File: config.mk
export PLATFORM = sky130hd
export DESIGN_NAME = weighted_rr_arbiter
export DESIGN_NICKNAME = d
export VERILOG_FILES = /design/src/rtl/weighted_rr_pkg.sv /design/src/rtl/rr_pick.sv /design/src/rtl/weighted_rr_arbiter.sv
export SDC_FILE = /design/constraint.sdc
export NUM_CORES = 1
export LEC_CHECK = 0
export CAP_MARGIN = 5
export CELL_PAD_IN_SITES_DETAIL_PLACEMENT = 0
export CELL_PAD_IN_SITES_GLOBAL_PLACEMENT = 1
export CORE_MARGIN = 4
export CORE_UTILIZATION = 43
export DETAILED_ROUTE_END_ITERATION = 8
export GPL_TIMING_DRIVEN = 0
export PLACE_DENSITY_LB_ADDON = 0.1
export REMOVE_ABC_BUFFERS = 1
export SLEW_MARGIN = 20
export SYNTH_ARGS = -nofsm -noshare
export SYNTH_HDL_FRONTEND = slang
export SYNTH_SLANG_ARGS = --single-unit
export TNS_END_PERCENT = 1
File: constraint.sdc
create_clock -name clk -period 8.5 [get_ports clk]
set_clock_uncertainty 0.2 [all_clocks]
set_input_delay 2.55 -clock clk [delete_from_list [all_inputs] [get_ports clk]]
set_output_delay 2.55 -clock clk [all_outputs]
set_load 0.01 [all_outputs]
File: src/rtl/weighted_rr_pkg.sv
// rtl/weighted_rr_pkg.sv - shared types and helpers for the weighted round-robin arbiter
package weighted_rr_pkg;

   typedef enum logic {
      IDLE = 1'b0,
      BUSY = 1'b1
   } state_t;

   // Widest one-hot vector the index helper accepts; callers zero-extend into it.
   localparam int MAX_N = 256;

   function automatic int onehot_to_idx(input logic [MAX_N-1:0] v);
      int idx;
      idx = 0;
      for (int i = 0; i < MAX_N; i++) begin
         if (v[i]) idx = i;
      end
      return idx;
   endfunction

endpackage

File: src/rtl/rr_pick.sv
// rtl/rr_pick.sv - rotating first-one search starting at a given index
module rr_pick
   import weighted_rr_pkg::*;
#(
   parameter int N   = 16,
   parameter int IDW = $clog2(N)
) (
   input  logic [N-1:0]   i_req,
   input  logic [IDW-1:0] i_start,
   output logic           o_found,
   output logic [N-1:0]   o_winner,
   output logic [IDW-1:0] o_winner_idx
);

   logic [2*N-1:0] w_rot_dbl;
   logic [2*N-1:0] w_back_dbl;
   logic [N-1:0]   w_rot;
   logic [N-1:0]   w_iso;

   // Rotate so i_start lands at bit 0, isolate the lowest set bit, rotate back.
   assign w_rot_dbl  = {i_req, i_req} >> i_start;
   assign w_rot      = w_rot_dbl[N-1:0];
   assign w_iso      = w_rot & (~w_rot + N'(1));
   assign w_back_dbl = {w_iso, w_iso} << i_start;

   assign o_winner     = w_back_dbl[2*N-1:N];
   assign o_found      = |i_req;
   assign o_winner_idx = IDW'(onehot_to_idx(MAX_N'(o_winner)));

endmodule

File: src/rtl/weighted_rr_arbiter.sv
// rtl/weighted_rr_arbiter.sv - registered weighted round-robin arbiter with burst credit and lock
module weighted_rr_arbiter
   import weighted_rr_pkg::*;
#(
   parameter  int N   = 16,
   parameter  int WW  = 4,
   localparam int IDW = $clog2(N)
) (
   input  logic            clk,
   input  logic            rst_n,
   input  logic [N-1:0]    req,
   input  logic [N*WW-1:0] weight,
   input  logic            lock,
   output logic [N-1:0]    grant,
   output logic [IDW-1:0]  grant_id,
   output logic            grant_valid
);

   state_t         r_state, w_next_state;
   logic [IDW-1:0] r_ptr, w_next_ptr, w_start;
   logic [WW-1:0]  r_credit, w_next_credit, w_wfield, w_eff_weight;
   logic [N-1:0]   r_grant, w_next_grant, w_winner;
   logic [IDW-1:0] r_grant_id, w_next_id, w_winner_idx;
   logic           r_valid, w_next_valid, w_found, w_owner_req, w_issue;

   // r_ptr doubles as the current owner while BUSY, so one search start serves every case.
   assign w_start     = (r_ptr == IDW'(N-1)) ? '0 : r_ptr + IDW'(1);
   assign w_owner_req = req[r_ptr];

   rr_pick #(.N(N), .IDW(IDW)) u_pick (
      .i_req        (req),
      .i_start      (w_start),
      .o_found      (w_found),
      .o_winner     (w_winner),
      .o_winner_idx (w_winner_idx)
   );

   assign w_wfield     = weight[int'(w_winner_idx)*WW +: WW];
   assign w_eff_weight = (w_wfield == '0) ? WW'(1) : w_wfield;

   always_comb begin
      w_next_state  = r_state;
      w_next_ptr    = r_ptr;
      w_next_credit = r_credit;
      w_next_grant  = r_grant;
      w_next_id     = r_grant_id;
      w_next_valid  = r_valid;
      w_issue       = 1'b0;
      case (r_state)
         IDLE: begin
            if (w_found) w_issue = 1'b1;
         end
         BUSY: begin
            if (!w_owner_req) begin
               if (w_found) begin
                  w_issue = 1'b1;
               end else begin
                  w_next_state = IDLE;
                  w_next_grant = '0;
                  w_next_id    = '0;
                  w_next_valid = 1'b0;
               end
            end else if (!lock) begin
               if (r_credit > WW'(1)) w_next_credit = r_credit - WW'(1);
               else                   w_issue       = 1'b1;
            end
         end
         default: w_next_state = IDLE;
      endcase
      if (w_issue) begin
         w_next_state  = BUSY;
         w_next_grant  = w_winner;
         w_next_id     = w_winner_idx;
         w_next_valid  = 1'b1;
         w_next_credit = w_eff_weight;
         w_next_ptr    = w_winner_idx;
      end
   end

   always_ff @(posedge clk) begin
      if (!rst_n) begin
         r_state    <= IDLE;
         r_ptr      <= IDW'(N-1);
         r_credit   <= '0;
         r_grant    <= '0;
         r_grant_id <= '0;
         r_valid    <= 1'b0;
      end else begin
         r_state    <= w_next_state;
         r_ptr      <= w_next_ptr;
         r_credit   <= w_next_credit;
         r_grant    <= w_next_grant;
         r_grant_id <= w_next_id;
         r_valid    <= w_next_valid;
      end
   end

   assign grant       = r_grant;
   assign grant_id    = r_grant_id;
   assign grant_valid = r_valid;

endmodule

==> summary.md, run 1 <==
| Metric | Value |
|---|---|
| Seq/Total Area, Yosys | `between 10% and 20%` |
| Synth cell types | `89` |
| Ys Warns | `0` |
| Largest net degree at the start of global routing | `60` |
| Core Area | `about 13,000 sq um` |
| Setup crit end kind | `flip-flop` |
| Vias in the first global route | `~6,400` |
| CP Class | `input port to flip-flop` |
| GR Util All Layers | `between 20 and 30%` |
| Crit-path cells | `clkdlybuf4s50_1 -> mux2_2 -> o21ai_0 -> o21ai_1 -> or4_1 -> and4_1 -> o22ai_1 -> o211ai_1 -> o211ai_1 -> and2_1 -> nor4b_2 -> nor3b_1 -> o211ai_1 -> a31o_2 -> a21boi_1` |
| Reg area | `a little over 600 sq um` |
| Tightest Pin Transition | `approximately 1.0 ns` |
| Syn avg cell area | `~7.5 sq um` |
| Antenna viol nets, final | `0` |
| Final Hold Vio Count | `0` |
| GP Congestion | `between 0.9 and 1` |
| Skew-Pair Late Insertion Delay | `0.28 ns` |
| Hold_buf cts | `0` |
| RR Startpoint | `r_ptr[0]` |
| Synthesized cell area | `approximately 5800 sq um` |
| Design Power | `about 3400 uW` |
| Vias per inst | `roughly 6.7` |
| Main combinational cell family by area after synthesis | `compound AO/OA/AOI/OAI gates` |
| Final setup fails | `0` |
| Worst path max stage delay | `0.79 ns` |
| Yosys top cell by area | `dfxtp_1` |
| Maxcap violations | `0` |
| Data arrival, critical path | `between 8 and 9 ns` |
| WP buf/inv | `1` |
| Hpwl dp | `roughly 17,000 um` |
| Routed wire length | `between 20,000 and 25,000 um` |
| VDD IR-drop max | `between 0.00015 and 0.0002 V` |
| Finished Core Util | `between 50% and 60%` |
| Share of layout cells above drive strength 1 | `12.4%` |
| Top post-synthesis cells by area | `dfxtp_1 (10%), mux2i_1 (9.2%), o21ai_0 (5.1%)` |
| Die Ht | `124 um` |
| Critical Path Source Type | `input port` |
| Root buffer cell | `clkbuf_16` |
| Worst hold path startpoint | `grant_id[1]` |
| Boundary Pins | `104` |
| Setup slack, reg-to-reg | `between 1.5 and 2 ns` |
| First-pass GRT wire length | `~35,000 um` |
| Initial antenna violation count | `0` |
| DR iter-0 viols | `641` |
| CTS Buf Count | `5` |
| Unrepaired setup endpoints after global routing | `no` |
| Top delay family on crit path | `simple AND/OR/NAND/NOR gates` |
| CTS max path bufs | `2` |
| Worst Setup Slack, final | `0.246 ns` |
| Clk sinks | `30` |
| Top-area cell type share of the netlist area | `10.4%` |
| ANT cells | `0` |
| Leakage | `about 0.0026 uW` |
| Post-Synth XOR/XNOR Area | `less than 1%` |
| EDFF count, synth | `0` |
| Post-route clock period utilization | `about 100%` |
| Synth Area in Compound Gates | `37.4%` |
| Post-synthesis mux area share | `approximately a fifth` |
| Worst min-delay path category | `flip-flop to flip-flop` |
| Most used cell, CP | `o211ai_1` |
| Commonest register cell after synthesis | `dfxtp_1` |
| Final global-route overflow total | `0` |
| Input/output buffers | `103` |
| Setup bufs post-CTS | `0` |
| Synthesis-to-finish area growth | `20.8%` |
| Post-Syn Instances | `a little under 800` |
| Tmin final | `8.25 ns` |
| Post-synthesis adder-cell area fraction | `less than 1%` |
| Vias post-DR | `6,627` |
| Dpl ws | `roughly 0.16 ns` |
| CTS tree | `built` |
| Worst path slowest cell | `nor4b_2` |
| Worst slew margin | `31.7%` |
| Htree depth | `2` |
| Max-slew violations | `0` |
| Cells on Worst Hold Path | `2` |
| CP required | `~8.5 ns` |
| P per Cell Area | `just under 500 nW/um^2` |
| Hold WS | `about 0.26 ns` |
| WL per Instance | `22.8 um` |
| Async set-reset flop share out of synthesis | `0%` |
| DRC viols | `0` |
| Synth Register Bits | `30` |
| Initial Util | `a little over two fifths` |
| Filler cells | `1,288` |
| R2R cell count | `16` |
| Max frequency | `approximately 120 MHz` |
| Nets@finish | `a little over 900` |
| FP Rows | `between 40 and 50` |
| Multi-input gate area | `~4800 sq um` |
| Die area | `15,300 sq um` |
| Resize count post-CTS | `0` |
| Worst R2R End | `r_credit[1]` |
| Die X | `124 um` |
| Status | `finished clean` |
| Clock slew at reported path FFs | `0.05 ns` |
| Hold EP | `grant_id[1]` |
| First drt pass iteration count | `5` |
| CP max FO | `9` |
| Simple-gate portion of the synthesized area | `24.3%` |
==> metal layers <==
layer	global-route usage (%)	vias up	part of all wire, %
met5	0	-	0
met4	10.0	0	2.8
met3	6.31	52	9.2
met2	47.6	306	46
met1	37.4	3147	42
li1	-	3122	-
==> placed cells by master (no fill, tap or decap), types with 16 or more instances in the layout <==
cell / n
a21oi_1: 26
a211oi_1: 24
mux2_2: 24
nor3_1: 23
nand4_1: 16
nor2b_1: 17
nand3_1: 25
nand2_1: 73
o211ai_1: 25
and2_1: 24
mux2i_1: 53
inv_1: 16
clkdlybuf4s50_1: 103
o21ai_0: 58
dfxtp_1: 28
nor2_1: 34
==> Yosys cell counts (all sizes together) (4+ instances only) <==
| library cell | number |
|---|---|
| a2111oi | 4 |
| a211o | 4 |
| a211oi | 28 |
| a21boi | 8 |
| a21o | 12 |
| a21oi | 27 |
| a22oi | 10 |
| a31o | 6 |
| a31oi | 10 |
| a32oi | 6 |
| and2 | 24 |
| buf | 40 |
| clkbuf | 29 |
| dfxtp | 30 |
| inv | 18 |
| mux2 | 24 |
| mux2i | 55 |
| mux4 | 11 |
| nand2 | 74 |
| nand3 | 25 |
| nand4 | 16 |
| nor2 | 36 |
| nor2b | 17 |
| nor3 | 25 |
| nor4 | 14 |
| nor4b | 6 |
| o211a | 9 |
| o211ai | 25 |
| o21a | 13 |
| o21ai | 63 |
| o22a | 4 |
| o22ai | 8 |
| o31ai | 11 |
| o32ai | 10 |
| or2 | 6 |
| or3 | 4 |
| or4 | 7 |
| xnor2 | 4 |
==> cell type report <==
class	count	share of cell area (%)
Timing Repair Buffer	111	16.5
Clock inverter	2	0.180
Clock buffer	6	1.99
Tap cell	176	3.16
Inverter	19	1.02
Multi-Input combinational cell	652	68.5
Sequential cell	30	8.69
==> worst reg2reg max path, stage by stage (launching register included) <==
cell and delay, ns:
dfxtp_4 0.81, ha_2 0.63, buf_12 0.26, inv_2 0.20, and2_1 0.22, o32ai_2 0.59, or4_1 0.22, and4_1 0.42
o22ai_1 0.23, o211ai_1 0.49, o211ai_1 0.27, and2_1 0.32, nor4b_2 0.79, nor3b_1 0.62, o211ai_1 0.22, a31o_2 0.29
a21boi_1 0.12
==> power by group <==
part / switching [uW] / internal, uW
registers: 84.6 / 197
logic: 1820 / 1140
clock network: 63.7 / 116
total: 1970 / 1450
==> cells by family (layout without fill, tap and decap cells) <==
group                      count (synthesis)  after routing
AOI/OAI and AO/OA                        289            289
and+or+nand+nor                          265            265
muxes                                     90             90
buffers and inverters                     88            138
DFF                                       30             30
xor gates and xnor gates                   5              5
adders and majority gates                  3              3
==> state kept, by name (all words and copies together) (netlist names) <==
signal / cells
grant_id: 4
grant_valid: 1
r_state: 1
grant: 16
r_credit: 4
r_ptr: 4
==> how the worst max path moves through the flow <==
stage	from	endpoint	slack [ns]	cells past startpoint
2_1_floorplan	r_ptr[0]	r_credit[2]	-1.79	15
3_3_place_gp	r_ptr[0]	r_credit[1]	-4.96	15
3_5_place_dp	req[5]	r_credit[1]	0.16	15
4_1_cts	req[5]	r_credit[1]	0.42	15
5_1_grt	req[5]	r_credit[1]	0.04	15
6_report	req[5]	r_credit[1]	0.25	15
==> metrics by stage <==
stage	instance area (sq um)	setup TNS (ns)	cells
CTS	6960	0	996
global placement	6640	-107.86	980
finish	6970	0	996
detailed placement	6810	0	988
floorplan	5390	-24.37	701
global route	6970	0	996
No activity file was read; power rests on OpenSTA's default activity.
==> run 2, diff against run 1 <==
--- a/config.mk
+++ b/config.mk
@@ -5,13 +5,13 @@
 export SDC_FILE = /design/constraint.sdc
 export NUM_CORES = 1
 export LEC_CHECK = 0
+export ABC_AREA = 1
 export CAP_MARGIN = 5
 export CELL_PAD_IN_SITES_DETAIL_PLACEMENT = 0
 export CELL_PAD_IN_SITES_GLOBAL_PLACEMENT = 1
 export CORE_MARGIN = 4
-export CORE_UTILIZATION = 43
+export CORE_UTILIZATION = 37
 export DETAILED_ROUTE_END_ITERATION = 8
-export GPL_TIMING_DRIVEN = 0
 export PLACE_DENSITY_LB_ADDON = 0.1
 export REMOVE_ABC_BUFFERS = 1
 export SLEW_MARGIN = 20
==> run 2 against run 1 <==
Effect of this change: final cell count up 12%; sequential power shrank 24%; combinational power decreased by 35%; critical path depth increased by 14; critical endpoint is now r_credit[0]; largest cell class unchanged; highest routed layer unchanged.
==> summary.md, run 2 <==
| Metric | Value |
|---|---|
| Status | `finished clean` |
| Data arrival, critical path | `about 6.6 ns` |
| Synth Register Bits | `30` |
| CTS max path bufs | `2` |
| ANT cells | `0` |
| Crit. Startpoint | `req[9]` |
| First drt pass iteration count | `7` |
| Seq/Total Area, Yosys | `about an eighth` |
| Worst path slowest cell | `nor3_4` |
| Initial Util | `a little under two fifths` |
| Final Hold Vio Count | `0` |
| Root buffer cell | `clkbuf_16` |
| Synth cell types | `38` |
| Internal | `926 uW` |
| EDFF count, synth | `0` |
| Die X | `between 100 and 150 um` |
| Post-route cell area | `between 5000 and 6000 sq um` |
| CP Class | `input port to flip-flop` |
| Final setup fails | `0` |
| Share of layout cells above drive strength 1 | `7.17%` |
| CP required | `around 8.5 ns` |
| Most used cell, CP | `nand2_1` |
| Most frequent cells in the layout | `nand2_1 (284), nand3_1 (236), clkdlybuf4s50_1 (103)` |
| Sw Share | `60.3%` |
| DRC viols | `0` |
| Boundary Pins | `between 100 and 150` |
| Critical Path Source Type | `input port` |
| Commonest register cell after synthesis | `dfxtp_1` |
| Commonest non-fill, non-tap cell in the layout | `nand2_1` |
| Setup crit end kind | `flip-flop` |
| Worst min-delay path category | `flip-flop to flip-flop` |
| Max-slew violations | `0` |
| Clock slew at reported path FFs | `approximately 0.060 ns` |
| Top-area cell type share of the netlist area | `25.2%` |
| Stages on worst setup path | `29` |
| Skew-Pair Late Insertion Delay | `0.28 ns` |
| Synthesis-to-finish area growth | `24.3%` |
| Resize count post-CTS | `0` |
| WL per Instance | `roughly 15 um` |
| Hold WS | `about 0.26 ns` |
| Number of flip-flops in the largest register | `16` |
| Largest net degree at the start of global routing | `45` |
| Die Ht | `between 100 and 150 um` |
| Maxcap violations | `0` |
| CTS tree | `built` |
| Worst R2R End | `r_credit[0]` |
| Routed wire length | `around 17,000 um` |
| DR iter-0 viols | `about 450` |
| Switching Power | `about 1400 uW` |
| Top cells by count, synth | `nand2_1 (284), nand3_1 (236), inv_1 (63)` |
| P per Cell Area | `about 400 nW/um^2` |
| Syn avg cell area | `5.32 sq um` |
| Max frequency | `152 MHz` |
| Input/output buffers | `103` |
| Worst slew margin | `43.7%` |
| WP buf/inv | `2` |
| RR Startpoint | `r_ptr[0]` |
| Nets@finish | `approximately 1,000` |
| GR Util All Layers | `around 22%` |
| CP max FO | `24` |
| Top post-synthesis cells by area | `nand3_1 (25%), nand2_1 (23%), dfxtp_1 (13%)` |
| Ys Warns | `0` |
| CTS Buf Count | `5` |
| FP Rows | `40` |
| Worst path max stage delay | `around 0.67 ns` |
| Register share of total power | `under 10%` |
| Clk sinks | `30` |
| Clock Power Share | `~8.6%` |
| Most frequent cell after synthesis | `nand2_1` |
| Vias post-DR | `approximately 6,000` |
| Synthesized cell area | `between 4000 and 5000 sq um` |
| Antenna viol nets, final | `0` |
| Final global-route overflow total | `0` |
| Async set-reset flop share out of synthesis | `0%` |
| Post-Syn Instances | `~880` |
| Logic gate share of total power | `~80%` |
| Tightest Pin Transition | `about 0.84 ns` |
| Worst hold path startpoint | `grant[9]` |
| TNS Setup | `0 ns` |
| Tmin final | `approximately 6.6 ns` |
| Top delay family on crit path | `simple AND/OR/NAND/NOR gates` |
| Core Area | `around 12,000 sq um` |
| GP Congestion | `~0.93` |
| Vias per inst | `roughly 5.4` |
| Yosys top cell by area | `nand3_1` |
| Placed Area | `about 5700 sq um` |
| Hold_buf cts | `0` |
| Hpwl dp | `~13,000 um` |
| Initial antenna violation count | `0` |
| Critical Path End | `r_credit[0]` |
| Die area | `between 10,000 and 15,000 sq um` |
| Leakage | `0.00275 uW` |
| Unrepaired setup endpoints after global routing | `no` |
| Setup bufs post-CTS | `0` |
| First-pass GRT wire length | `27,100 um` |
| VDD IR-drop max | `about 0.00030 V` |
| Post-route clock period utilization | `slightly below 80%` |
| R2R cell count | `31` |
| Setup slack, reg-to-reg | `roughly 2.8 ns` |
| Vias in the first global route | `5,486` |
| Htree depth | `2` |
-- run 2: area by class of cell --
class	instances	area, sq um
multi-input cells	726	3500
clock buffers	5	125
clock inverters	3	40.0
well taps	168	210
fillers	1391	6380
repair buffers	107	1060
inverters	77	290
flip-flops and latches	30	601
-- run 2: cell families after synthesis --
group | Yosys count | share of synthesized area, %
fa+ha+maj | 3 | 0.801
compound gates | 100 | 11.5
flops | 30 | 12.8
buf+inv | 125 | 12.5
xor+xnor | 2 | 0.374
simple gates | 621 | 62.0
-- run 2: metal layers --
layer  up-vias  global-route usage (%)  share of wire [%]
li1       3068                       -                  -
met4         0                    2.90               0.69
met1      2792                    30.4                 46
met5         -                       0                  0
met3        11                    3.32                4.0
met2       149                    38.6                 49
-- run 2: worst min path at each step --
stage               slack [ns]           to  cells past startpoint
floorplan                 0.26  r_credit[1]                      2
global placement          0.26     grant[8]                      2
detailed placement        0.26     grant[9]                      2
CTS                       0.26     grant[9]                      2
global route              0.28  grant_id[0]                      2
finish                    0.26     grant[9]                      2
-- run 2: through the flow --
stage	cells	setup WS (ns)	total power, uW	utilization [%]
2_1_floorplan	833	2.90	1600	-
3_3_place_gp	1108	1.74	2100	46.4
3_5_place_dp	1108	1.70	2120	46.4
4_1_cts	1116	1.97	2330	47.7
5_1_grt	1116	1.36	2590	47.7
6_report	1116	1.92	2340	47.7
-- run 2: worst register-to-register path, delay by kind of cell (launching register included) --
kind | cells | cell delay (ns)
and+or+nand+nor | 29 | 4.51
DFF | 1 | 0.52
adders and majority gates | 1 | 0.27
AOI/OAI and AO/OA | 1 | 0.11
-- run 2: power groups by stage --
stage	clock network, uW	registers, uW	logic (uW)
floorplan	0	227	1380
global placement	0	216	1890
detailed placement	0	217	1900
CTS	206	215	1910
global route	215	220	2150
finish	202	215	1920
==> run 3, diff against run 2 <==
--- a/config.mk
+++ b/config.mk
@@ -10,7 +10,7 @@
 export CELL_PAD_IN_SITES_DETAIL_PLACEMENT = 0
 export CELL_PAD_IN_SITES_GLOBAL_PLACEMENT = 1
 export CORE_MARGIN = 4
-export CORE_UTILIZATION = 37
+export CORE_UTILIZATION = 34
 export DETAILED_ROUTE_END_ITERATION = 8
 export PLACE_DENSITY_LB_ADDON = 0.1
 export REMOVE_ABC_BUFFERS = 1
==> constraint.sdc (replaced) <==
create_clock -name clk -period 6.89 [get_ports clk]
set_clock_uncertainty 0.2 [all_clocks]
set_input_delay 2.067 -clock clk [delete_from_list [all_inputs] [get_ports clk]]
set_output_delay 2.067 -clock clk [all_outputs]
set_load 0.01 [all_outputs]
==> run 3 against run 2 <==
Effect of this change: critical path depth rose by 1; global-route usage is 1.5 points lower; first-iteration DRC count grew 28%; via count is 0.73% higher; routed wire length grew 1.8%; die area up 8.2%; total power grew 24%; sequential power rose by 24%; non-clock buffer count grew 2; highest routed layer unchanged.
==> summary.md, run 3 (same netlist as run 2, synthesis figures left out) <==
| Metric | Value |
|---|---|
| Routed wire length | `17,000 um` |
| First drt pass iteration count | `6` |
| Unrepaired setup endpoints after global routing | `no` |
| CTS Buf Count | `5` |
| WL per Instance | `between 15 and 20 um` |
| Share of layout cells above drive strength 1 | `7.26%` |
| ANT cells | `0` |
| Root buffer cell | `clkbuf_16` |
| CP max FO | `35` |
| Design Power | `about 2900 uW` |
| Commonest non-fill, non-tap cell in the layout | `nand2_1` |
| Status | `finished clean` |
| Multi-input gate area | `about 3500 sq um` |
| Worst R2R End | `r_credit[0]` |
| Input/output buffers | `roughly 100` |
| Resize count post-CTS | `0` |
| Final setup fails | `0` |
| Worst path max stage delay | `slightly below 0.5 ns` |
| Filler cells | `roughly 1,500` |
| Nets@finish | `1,035` |
| Setup bufs post-CTS | `0` |
| DR iter-0 viols | `between 500 and 600` |
| Worst slew margin | `~46%` |
| Skew-Pair Late Insertion Delay | `between 0.2 and 0.3 ns` |
| Vias in the first global route | `about 5,600` |
| Hpwl dp | `between 10,000 and 15,000 um` |
| Setup slack, reg-to-reg | `~1.5 ns` |
| Reg area | `601 sq um` |
| Hold_buf cts | `0` |
| Synthesis-to-finish area growth | `24.9%` |
| Hold EP | `grant[13]` |
| CTS tree | `built` |
| Data arrival, critical path | `roughly 5.9 ns` |
| Tmin final | `just under 6 ns` |
| Boundary Pins | `between 100 and 150` |
| Setup crit end kind | `flip-flop` |
| FP Rows | `42` |
| Final Hold Vio Count | `0` |
| Worst hold path startpoint | `grant[13]` |
| GP Congestion | `0.891` |
| Worst min-delay path category | `flip-flop to flip-flop` |
| DRC viols | `0` |
| Finished Core Util | `about 44%` |
| Post-route clock period utilization | `a little under nine tenths` |
| Die X | `125 um` |
| Post-route insts no fill | `about 1,100` |
| Post-route cell area | `around 5900 sq um` |
| Leakage | `0.00275 uW` |
| GR Util All Layers | `a little over a fifth` |
| Clock slew at reported path FFs | `about 0.060 ns` |
| Vias per inst | `5.39` |
| Die Ht | `125 um` |
| Vias post-DR | `6,064` |
| R2R cell count | `30` |
| Most used cell, CP | `nand2_1` |
| DP Cell Count | `1,118` |
| TNS Setup | `0 ns` |
| Core Area | `between 10,000 and 15,000 sq um` |
| Largest net degree at the start of global routing | `45` |
| Most frequent cells in the layout | `nand2_1 (284), nand3_1 (236), clkdlybuf4s50_1 (103)` |
| Initial Util | `about a third` |
| VDD IR-drop max | `between 0.0002 and 0.0003 V` |
| Initial antenna violation count | `0` |
| Antenna viol nets, final | `0` |
| Max frequency | `about 170 MHz` |
| First-pass GRT wire length | `approximately 28,000 um` |
| Die area | `around 16,000 sq um` |
| Max-slew violations | `0` |
| CP required | `slightly below 7 ns` |
| Final global-route overflow total | `0` |
| Cells on Worst Hold Path | `2` |
| P per Cell Area | `approximately 490 nW/um^2` |
| Tightest Pin Transition | `about 0.81 ns` |
| CP Class | `input port to flip-flop` |
| RR Startpoint | `r_ptr[0]` |
| CTS max path bufs | `2` |
| Htree depth | `2` |
| Number of flip-flops in the largest register | `16` |
| Maxcap violations | `0` |
| Placed Area | `~5700 sq um` |
| Critical Path Source Type | `input port` |
| Worst path slowest cell | `clkdlybuf4s50_1` |
| Clk sinks | `30` |
run 3: layout make-up:
type / instances / area share [%]
clock inverters: 2 / 0.641
inverters: 77 / 4.96
well taps: 176 / 3.76
repair buffers: 109 / 18.4
multi-input cells: 726 / 59.8
clock buffers: 6 / 2.20
flip-flops and latches: 30 / 10.3
run 3: critical path: cells and delay by family:
| family | cells | cell delay (ns) |
|---|---|---|
| AND/OR/NAND/NOR | 24 | 2.89 |
| buffers and inverters | 4 | 0.71 |
| AO/OA/AOI/OAI | 2 | 0.21 |
run 3: metrics by stage:
stage | hold WS (ns) | worst slack [ns]
CTS | 0.267 | 0.970
finish | 0.263 | 0.957
global route | 0.285 | 0.322
detailed placement | 0.258 | 0.689
global placement | 0.254 | 0.713
floorplan | 0.257 | 1.77
run 3: power breakdown:
part	switching (uW)	internal [uW]	total, uW
Combinational	1630	752	2380
Clock	80.8	170	251
Sequential	36.4	229	266
Total	1750	1150	2900
run 3: worst max-delay path by stage:
stage	slack, ns	endpoint	cells past startpoint	start
6_report	0.96	r_credit[0]	30	req[2]
5_1_grt	0.32	r_credit[0]	31	req[2]
4_1_cts	0.97	r_credit[0]	31	req[2]
3_5_place_dp	0.69	r_credit[0]	31	req[2]
3_3_place_gp	0.71	r_credit[0]	28	req[7]
2_1_floorplan	1.77	r_credit[0]	30	req[2]
run 3: routing by layer:
| layer | vias to the layer above | part of all wire (%) | GRT usage [%] |
|---|---|---|---|
| li1 | 3079 | - | - |
| met4 | 0 | 1.3 | 3.51 |
| met2 | 159 | 48 | 35.5 |
| met1 | 2808 | 46 | 28.3 |
| met3 | 18 | 4.2 | 3.20 |
| met5 | - | 0 | 0 |
